<file path="config.mk">
export PLATFORM = sky130hd
export DESIGN_NAME = lot_gate_arbiter_flat
export DESIGN_NICKNAME = d
export VERILOG_FILES = /design/src/rtl/lot_gate_arbiter_pkg.sv /design/src/rtl/lot_gate_arbiter_if.sv /design/src/rtl/lot_gate_arbiter_timer.sv /design/src/rtl/lot_gate_arbiter.sv /design/src/flat_wrapper.sv
export SDC_FILE = /design/constraint.sdc
export NUM_CORES = 1
export LEC_CHECK = 0
export BUFFER_PORTS_ARGS = -buffer_cell sky130_fd_sc_hd__buf_2
export CORE_MARGIN = 3
export CORE_UTILIZATION = 55
export CTS_CLUSTER_DIAMETER = 100
export CTS_CLUSTER_SIZE = 20
export DETAILED_ROUTE_END_ITERATION = 12
export PLACE_DENSITY = 0.81
export SYNTH_ARGS = -nofsm -noshare
export SYNTH_HDL_FRONTEND = slang
export SYNTH_SLANG_ARGS = --single-unit
</file>
<file path="constraint.sdc">
create_clock -name clk -period 3.42 [get_ports clk]
set_input_delay 0.342 -clock clk [delete_from_list [all_inputs] [get_ports clk]]
set_output_delay 0.342 -clock clk [all_outputs]
set_load 0.03 [all_outputs]
</file>
<file path="src/rtl/lot_gate_arbiter_pkg.sv">
// Shared definitions for the parking-lot gate: state encoding, lane identity,
// default sizing constants (also used by the display logic) and the
// round-robin tie-break helper.
package lot_pkg;

  // Default sizing shared with the occupancy display logic.
  localparam int DEF_CNT_W        = 8;
  localparam int DEF_CAPACITY     = 100;
  localparam int DEF_OPEN_TIMEOUT = 16;

  // Gate controller state encoding.
  localparam logic [1:0] ST_IDLE      = 2'd0;
  localparam logic [1:0] ST_GRANT_IN  = 2'd1;
  localparam logic [1:0] ST_GRANT_OUT = 2'd2;
  localparam logic [1:0] ST_CLOSE     = 2'd3;

  typedef enum logic [1:0] {
    IDLE      = ST_IDLE,
    GRANT_IN  = ST_GRANT_IN,
    GRANT_OUT = ST_GRANT_OUT,
    CLOSE     = ST_CLOSE
  } state_t;

  typedef enum logic {
    LANE_ENTRY = 1'b0,
    LANE_EXIT  = 1'b1
  } lane_t;

  // Decides whether the entry lane wins arbitration. With both lanes
  // eligible the lane that did not own the gate last time wins.
  function automatic logic entry_wins(input logic entry_ok,
                                      input logic exit_ok,
                                      input lane_t rr_last);
    logic win;
    if (entry_ok && exit_ok) begin
      win = (rr_last == LANE_EXIT);
    end else begin
      win = entry_ok;
    end
    return win;
  endfunction

endpackage

</file>
<file path="src/rtl/lot_gate_arbiter_if.sv">
// Lane/gate handshake bundle between the sensor FSMs, the gate arbiter and
// the display logic.
//   entry_req/exit_req     level requests from the lane sensors
//   entry_done/exit_done   1-cycle pass pulses from the lane FSMs
//   gate_open, entry_grant, exit_grant, count, full, empty, timeout_evt
//                          arbiter outputs
// Modports: master = sensor/display side, slave = gate arbiter.
interface lot_gate_arbiter_if #(
  parameter int CNT_W = 8
);
  logic             entry_req;
  logic             exit_req;
  logic             entry_done;
  logic             exit_done;
  logic             gate_open;
  logic             entry_grant;
  logic             exit_grant;
  logic [CNT_W-1:0] count;
  logic             full;
  logic             empty;
  logic             timeout_evt;

  modport master (
    output entry_req, exit_req, entry_done, exit_done,
    input  gate_open, entry_grant, exit_grant, count, full, empty, timeout_evt
  );

  modport slave (
    input  entry_req, exit_req, entry_done, exit_done,
    output gate_open, entry_grant, exit_grant, count, full, empty, timeout_evt
  );
endinterface

</file>
<file path="src/rtl/lot_gate_arbiter_timer.sv">
// Grant hold-time counter for the gate arbiter.
//   clk     system clock
//   reset   asynchronous active-low reset
//   clear   forces the count to zero (held while no lane owns the gate)
//   enable  advances the count by one per cycle
//   expire  high while the count sits at OPEN_TIMEOUT-1
module gate_timer #(
  parameter int OPEN_TIMEOUT = 16
) (
  input  logic clk,
  input  logic reset,
  input  logic clear,
  input  logic enable,
  output logic expire
);
  localparam int TW = (OPEN_TIMEOUT > 1) ? $clog2(OPEN_TIMEOUT) : 1;
  localparam logic [TW-1:0] LAST_C = TW'(OPEN_TIMEOUT - 1);
  localparam logic [TW-1:0] ONE_C  = TW'(1);

  logic [TW-1:0] cnt_r;

  // Hold-time counter: clear wins over enable.
  always_ff @(posedge clk or negedge reset) begin
    if (!reset) begin
      cnt_r <= {TW{1'b0}};
    end else if (clear) begin
      cnt_r <= {TW{1'b0}};
    end else if (enable) begin
      cnt_r <= cnt_r + ONE_C;
    end else begin
      cnt_r <= cnt_r;
    end
  end

  assign expire = (cnt_r == LAST_C);
endmodule

</file>
<file path="src/rtl/lot_gate_arbiter.sv">
// Shared barrier-gate arbiter for the parking lot. Grants the gate to the
// entry or exit lane, holds it until the owning lane reports a pass or the
// hold timer expires, closes for one cycle, and owns the occupancy count.
//   clk    system clock, rising edge
//   reset  asynchronous active-low reset
//   bus    slave side of lot_gate_arbiter_if (requests, pass pulses, gate
//          grants, occupancy count, full/empty flags, timeout pulse)
module lot_gate_arbiter
  import lot_pkg::*;
#(
  parameter int CNT_W        = DEF_CNT_W,
  parameter int CAPACITY     = DEF_CAPACITY,
  parameter int OPEN_TIMEOUT = DEF_OPEN_TIMEOUT
) (
  input logic            clk,
  input logic            reset,
  lot_gate_arbiter_if.slave bus
);
  localparam logic [CNT_W-1:0] CAP_C  = CNT_W'(CAPACITY);
  localparam logic [CNT_W-1:0] ZERO_C = {CNT_W{1'b0}};
  localparam logic [CNT_W-1:0] ONE_C  = CNT_W'(1);

  state_t           state_r, state_nxt_s;
  lane_t            rr_last_r, rr_last_nxt_s;
  logic [CNT_W-1:0] count_r, count_nxt_s;
  logic             gate_open_r, entry_grant_r, exit_grant_r, timeout_evt_r;
  logic             timeout_nxt_s;
  logic             full_s, empty_s, entry_ok_s, exit_ok_s;
  logic             timer_en_s, timer_clear_s, timer_expire_s;

  assign full_s     = (count_r == CAP_C);
  assign empty_s    = (count_r == ZERO_C);
  assign entry_ok_s = bus.entry_req && !full_s;
  assign exit_ok_s  = bus.exit_req;

  // The timer only runs while a lane owns the gate, so it is already zero
  // on the first granted cycle.
  assign timer_en_s    = (state_r == GRANT_IN) || (state_r == GRANT_OUT);
  assign timer_clear_s = !timer_en_s;

  gate_timer #(
    .OPEN_TIMEOUT(OPEN_TIMEOUT)
  ) u_timer (
    .clk   (clk),
    .reset (reset),
    .clear (timer_clear_s),
    .enable(timer_en_s),
    .expire(timer_expire_s)
  );

  // Next-state, arbitration and occupancy update.
  always_comb begin
    state_nxt_s   = state_r;
    rr_last_nxt_s = rr_last_r;
    count_nxt_s   = count_r;
    timeout_nxt_s = 1'b0;
    case (state_r)
      IDLE: begin
        if (entry_ok_s || exit_ok_s) begin
          if (entry_wins(entry_ok_s, exit_ok_s, rr_last_r)) begin
            state_nxt_s = GRANT_IN;
          end else begin
            state_nxt_s = GRANT_OUT;
          end
        end else begin
          state_nxt_s = IDLE;
        end
      end
      GRANT_IN: begin
        // A pass on the last timer cycle beats the timeout.
        if (bus.entry_done) begin
          if (count_r < CAP_C) begin
            count_nxt_s = count_r + ONE_C;
          end else begin
            count_nxt_s = count_r;
          end
          rr_last_nxt_s = LANE_ENTRY;
          state_nxt_s   = CLOSE;
        end else if (timer_expire_s) begin
          timeout_nxt_s = 1'b1;
          rr_last_nxt_s = LANE_ENTRY;
          state_nxt_s   = CLOSE;
        end else begin
          state_nxt_s = GRANT_IN;
        end
      end
      GRANT_OUT: begin
        if (bus.exit_done) begin
          if (count_r != ZERO_C) begin
            count_nxt_s = count_r - ONE_C;
          end else begin
            count_nxt_s = count_r;
          end
          rr_last_nxt_s = LANE_EXIT;
          state_nxt_s   = CLOSE;
        end else if (timer_expire_s) begin
          timeout_nxt_s = 1'b1;
          rr_last_nxt_s = LANE_EXIT;
          state_nxt_s   = CLOSE;
        end else begin
          state_nxt_s = GRANT_OUT;
        end
      end
      CLOSE: begin
        // Requests are deliberately not looked at here.
        state_nxt_s = IDLE;
      end
      default: begin
        state_nxt_s = IDLE;
      end
    endcase
  end

  // State, occupancy and registered gate outputs.
  always_ff @(posedge clk or negedge reset) begin
    if (!reset) begin
      state_r       <= IDLE;
      rr_last_r     <= LANE_EXIT;
      count_r       <= ZERO_C;
      gate_open_r   <= 1'b0;
      entry_grant_r <= 1'b0;
      exit_grant_r  <= 1'b0;
      timeout_evt_r <= 1'b0;
    end else begin
      state_r       <= state_nxt_s;
      rr_last_r     <= rr_last_nxt_s;
      count_r       <= count_nxt_s;
      gate_open_r   <= (state_nxt_s == GRANT_IN) || (state_nxt_s == GRANT_OUT);
      entry_grant_r <= (state_nxt_s == GRANT_IN);
      exit_grant_r  <= (state_nxt_s == GRANT_OUT);
      timeout_evt_r <= timeout_nxt_s;
    end
  end

  assign bus.gate_open   = gate_open_r;
  assign bus.entry_grant = entry_grant_r;
  assign bus.exit_grant  = exit_grant_r;
  assign bus.count       = count_r;
  assign bus.full        = full_s;
  assign bus.empty       = empty_s;
  assign bus.timeout_evt = timeout_evt_r;
endmodule

</file>
<file path="src/flat_wrapper.sv">
// flat-port wrapper written by rule: the top's interface ports become plain ports
module lot_gate_arbiter_flat import lot_pkg::*;
#(
  parameter int CNT_W        = DEF_CNT_W,
  parameter int CAPACITY     = DEF_CAPACITY,
  parameter int OPEN_TIMEOUT = DEF_OPEN_TIMEOUT
)
  (clk, reset, bus_entry_req, bus_exit_req, bus_entry_done, bus_exit_done, bus_gate_open, bus_entry_grant, bus_exit_grant, bus_count, bus_full, bus_empty, bus_timeout_evt);
  lot_gate_arbiter_if #(.CNT_W(CNT_W)) bus_i ();
  input logic clk;
  input logic reset;
  input wire logic [$bits(bus_i.entry_req)-1:0] bus_entry_req;
  input wire logic [$bits(bus_i.exit_req)-1:0] bus_exit_req;
  input wire logic [$bits(bus_i.entry_done)-1:0] bus_entry_done;
  input wire logic [$bits(bus_i.exit_done)-1:0] bus_exit_done;
  output wire logic [$bits(bus_i.gate_open)-1:0] bus_gate_open;
  output wire logic [$bits(bus_i.entry_grant)-1:0] bus_entry_grant;
  output wire logic [$bits(bus_i.exit_grant)-1:0] bus_exit_grant;
  output wire logic [$bits(bus_i.count)-1:0] bus_count;
  output wire logic [$bits(bus_i.full)-1:0] bus_full;
  output wire logic [$bits(bus_i.empty)-1:0] bus_empty;
  output wire logic [$bits(bus_i.timeout_evt)-1:0] bus_timeout_evt;
  assign bus_i.entry_req = bus_entry_req;
  assign bus_i.exit_req = bus_exit_req;
  assign bus_i.entry_done = bus_entry_done;
  assign bus_i.exit_done = bus_exit_done;
  assign bus_gate_open = bus_i.gate_open;
  assign bus_entry_grant = bus_i.entry_grant;
  assign bus_exit_grant = bus_i.exit_grant;
  assign bus_count = bus_i.count;
  assign bus_full = bus_i.full;
  assign bus_empty = bus_i.empty;
  assign bus_timeout_evt = bus_i.timeout_evt;
  lot_gate_arbiter #(.CNT_W(CNT_W), .CAPACITY(CAPACITY), .OPEN_TIMEOUT(OPEN_TIMEOUT)) u_core (.clk(clk), .reset(reset), .bus(bus_i));
endmodule
</file>
# Word level (Yosys, flattened, before mapping)
# Index checks and enable logic that the tools add are counted.
# op_classes
eq_ne	13
reduce_logical	12
magnitude_cmp	1
n_addsub	3
muxes	25
# op_table
cell	count
two-way mux 8 bit	4
case mux 8 bit (2 select lines)	1
two-way mux 1 bit	11
two-way mux 2 bit	5
adder 8 x 1 -> 8 bit, second input constant	1
equality test 8 x 7 -> 1 bit, second input constant	1
logical NOT 8 bit	1
less-than comparator 8 x 7 -> 1 bit, second input constant	1
inequality test 2 bit, second input constant	4
case mux 2 bit (4 select lines)	1
nonzero test 8 bit	1
subtractor 8 x 1 -> 8 bit, second input constant	1
equality test 2 bit, second input constant	3
inequality test 3 x 2 -> 1 bit, second input constant	2
AND reduction 5 bit	1
adder 4 x 1 -> 4 bit, second input constant	1
equality test 2 x 1 -> 1 bit, second input constant	2
equality test 4 bit, second input constant	1
two-way mux 4 bit	1
case mux 1 bit (2 select lines)	2
logical OR 1 bit	3
AND reduction 3 bit	1
logical AND 1 bit	2
logical NOT 2 bit	1
other kinds (2)	2
# totals
register_bits	19
output_inout_bits	14
wordCells	62

# Longest topological paths before layout
# logic_depth
word_depth	12
mapped_depth	11

# Cells and area by module
# From an unflattened synthesis, not the netlist that was laid out.
# unflattened
hier_cells	142
hier_area_um2	1400.1
# by_module_without_submodules
module	n_inst	area_each_um2	cells_each	seq_area_each_um2
lot_gate_arbiter	1	1201.2	125	376.6
gate_timer	1	198.9	17	100.1

# Least setup slack after synthesis
# No wires, ideal clock.
# synth_timing
kind	reg2reg
startpoint	register u_core.state_r[0]
endpoint	register u_core.count_r[6] (netlist: u_core.bus.count[6])
setup_slack_ns	0.897
period_less_slack_ns	2.523
path_stages_with_launch	12
n_path_buf	2
setup_ns	0.081
required_time_ns	3.339
arrival_time_ns	2.442
path_cell_list	dfrtp_1 inv_1 ha_1 clkbuf_1 buf_1 xor2_1 ha_1 and4b_1 a31oi_1 o211a_1 o311ai_0 xnor2_1
# synth_between
elab_chain_len	3
word_cells_on_any_way	9
classes_between	6 x eq/ne; 1 x mux; 2 x reduce/logical
# synth_lines
item	line	text
start: declaration	lot_gate_arbiter.sv:23	state_t state_r, state_nxt_s;
start signal: assignment	lot_gate_arbiter.sv:125	state_r <= state_nxt_s;
equality test 2 x 1 -> 1 bit / equality test 2 bit (equally long branches)	lot_gate_arbiter.sv:57	case (state_r)
inequality test 2 bit (no line) / nonzero test 2 bit (equally long branches)	--	
AND reduction 5 bit (no line)	--	
end signal: assignment	lot_gate_arbiter.sv:127	count_r <= count_nxt_s;
end: declaration	lot_gate_arbiter.sv:25	logic [CNT_W-1:0] count_r, count_nxt_s;
# Several ways; a longest one is shown, not always the timed one.
# A chain may end at the register's enable or synchronous reset.

# Worst setup path after layout
# layout_timing
startpoint	register u_core.count_r[3] (netlist: u_core.bus.count[3])
endpoint	output bus_full
# layout_between
elab_chain_len	1
# layout_lines
item	line	text
equality test 8 x 7 -> 1 bit	lot_gate_arbiter.sv:31	assign full_s = (count_r == CAP_C);
end: declaration	flat_wrapper.sv:20	output wire logic [$bits(bus_i.full)-1:0] bus_full;
# Every way passes these cells.

==> impl_metrics.tcl <==
set metrics [dict create \
    end_kind "output port" \
    root_buffer "clkbuf_4" \
    cts_setup_buffers 0 \
    slew_headroom_pct 63.6 \
    start_util_pct 61.4 \
    core_um2 2080 \
    yosysWarnings 0 \
    antenna_found_initial 0 \
    final-seq-area_um2 477 \
    arrival_ps 2240 \
    grt_pass1_wl_um 4870 \
    total_power_w 0.00159 \
    fmax_mhz 388 \
    hp-class "primary input to register" \
    die_h_um 54.2 \
    rows 16 \
    synth_top_area_share_pct 35.3 \
    yosysUniqueCellTypes 47 \
    fill_cells 169 \
    syn_area_um2 1280 \
    drc 0 \
    viasPerCell 6.21 \
    async_flop_share_pct 100 \
    cts_htree_levels 1 \
    worst-path-max-fanout 13 \
    netlist_instances 140 \
    cts_sinks 19 \
    drt-pass1-iter-count 4 \
    synth_edf_count 0 \
    cts_tree "built" \
    max-cap-violations 0 \
    layout-drive-gt1-share_pct 21.3 \
    finalSetupTns_ps 0 \
    synth_nets 153 \
    avgSynthCellArea_um2 9.12 \
    grt_setup_unrepaired "no" \
    cpPeakStageDelay_ps 590 \
    port_buffers 19 \
    dp_hpwl_um 2110 \
    dp_cells 177 \
    holdWs_ps 305 \
    p_leak_nw 0.650 \
    grt-ovfl-total 0 \
    synth_seq_area_share_pct 37.3 \
    die_area_um2 2940 \
    worst-path-stages 4 \
    min_path_cells 3 \
    drt-wirelength-per-cell_um 16.2 \
    grt_pass1_vias 1042 \
    required_ps 3080 \
    grt_use_total_pct 22.9 \
    fin_skew_ps 9.39 \
    ys_seq_elements 19 \
    drt_wl_total_um 2940 \
    multi_input_area_um2 716 \
    clk_pin_slew_worst_paths_ps 120 \
    post-route-min-period_ps 2580 \
    setup_viol 0 \
    synth_top_area_cell "dfrtp_1" \
    nNetsFinal 169 \
    tightest_slew_ps 546 \
    stdcell_count 182 \
    slowest_stage "or4_4" \
    insertion_delay_ps 310 \
    synth_area_leaders "dfrtp_1 (35%), ha_1 (6.9%), xnor2_1 (5.5%)" \
    critPathBufInv 2 \
    status "finished, final reports clean" \
    diodes 0 \
    power_density_nw_per_um2 1130 \
    drt_iter0_drc 44 \
    slew_viol_final 0 \
    cts_buffers 3 \
    gp_congestion 0.895 \
    antenna_left 0 \
    rr_worst_depth 10 \
    synth_ff_type "dfrtp_1" \
    syn2layout_area_growth_pct 10.1 \
    ir_drop_v 0.000687 \
    crit_chain "or4_4 > or4b_4 > inv_1 > buf_2" \
    critical_path.top_delay_family "simple AND/OR/NAND/NOR gates" \
    max-clock-path-buffers 2 \
    post-route-util_pct 67.5 \
    grt_max_degree 23 \
    io_pins 20 \
    die_w_um 54.2 \
    worstSetupPathType "register to output port" \
    period_share_pct 75.4 \
    dr_total_vias 1130 \
    startpoint_type "register" \
    finalHoldViolations 0 \
]
## layer usage
layer | vias to the layer above | share of wire, % | global-route usage (%)
li1 | 531 | - | -
met1 | 544 | 45 | 32.1
met2 | 53 | 48 | 36.5
met3 | 2 | 6.1 | 4.43
met4 | 0 | 0.37 | 4.56
met5 | - | 0 | 0
## report_power, final
group,internal (W),switching (W)
Sequential,0.000331,0.000176
Clock,0.0000446,0.0000785
Combinational,0.000379,0.000577
## synthesized netlist by cell type, drive strengths merged (2+ instances only)
master and instances:
nand4 2, and3 2, buf 4, nor4 2
nor2b 2, clkbuf 6, nand3 6, o22ai 2
o41ai 2, a22oi 2, a21oi 6, o311ai 2
ha 7, nand2 11, nand3b 2, dfrtp 18
and2 3, nor2 8, o21a 2, o21ai 9
a21boi 2, a22o 2, xnor2 8, inv 10
xor2 3
## worst register-to-register path: stages, from the launching register on
cell      delay (ps)
dfrtp_1          410
inv_1            110
ha_1             150
buf_4            240
xor2_1           200
ha_1             260
and4b_1          210
a31oi_1           70
o211a_1          150
o311ai_0         400
xnor2_1          180
## per-stage QoR
| step | instance area [um^2] | setup WS, ps |
|---|---|---|
| global placement | 1370 | 1150 |
| CTS | 1410 | 834 |
| floorplan | 1280 | 897 |
| finish | 1410 | 840 |
| global route | 1410 | 736 |
| detailed placement | 1370 | 1060 |
## what timing repair did
item | CTS | global route
hold buffers | 1 | 0
hold endpoints to repair | 18 | 0
resized for setup | 0 | 0
## cells in the final DEF (no fill, tap or decap), drive strengths merged, types with 3 or more instances in the layout
cell    count
and2        3
buf        20
nand3       6
a21oi       6
inv        10
ha          7
o21ai       9
nor2        8
clkbuf      3
dfrtp      18
nand2      11
xor2        3
xnor2       8
## worst paths after layout
| check | slack (ps) | startpoint | end |
|---|---|---|---|
| setup / recovery | 840 | u_core.bus.count[3] | bus_full |
| hold / removal | 310 | bus_entry_req | u_core.bus.entry_grant |
| setup reg to reg | 960 | u_core.state_r[0] | u_core.bus.count[6] |
| hold reg to reg | 490 | u_core.u_timer.cnt_r[0] | u_core.u_timer.cnt_r[0] |
| max in group asynchronous | 2620 | reset | u_core.rr_last_r |
| min in group asynchronous | 480 | reset | u_core.bus.gate_open |
## layout make-up
class,count,share of cell area (%)
multi-input combinational,101,50.9
inverter,10,2.67
timing repair buffer,21,8.01
tap,27,2.40
sequential,19,33.9
clock buffer,3,1.60
clock inverter,1,0.534
## sequential cells by signal, summed over array words and instances, names as in the netlist
name,flops
u_core.bus.count,8
u_core.bus.entry_grant,1
u_core.bus.exit_grant,1
u_core.bus.gate_open,1
u_core.bus.timeout_evt,1
u_core.rr_last_r,1
u_core.state_r,2
u_core.u_timer.cnt_r,4
## kinds of logic after synthesis
family	Yosys count	share of synthesized area [%]
AO/OA/AOI/OAI	38	22.3
XOR/XNOR	11	7.54
adder cells (fa/ha/maj)	7	6.86
buffers and inverters	20	6.66
flip-flops	19	37.3
AND/OR/NAND/NOR	45	19.3
No activity file was read; power rests on OpenSTA's default activity.
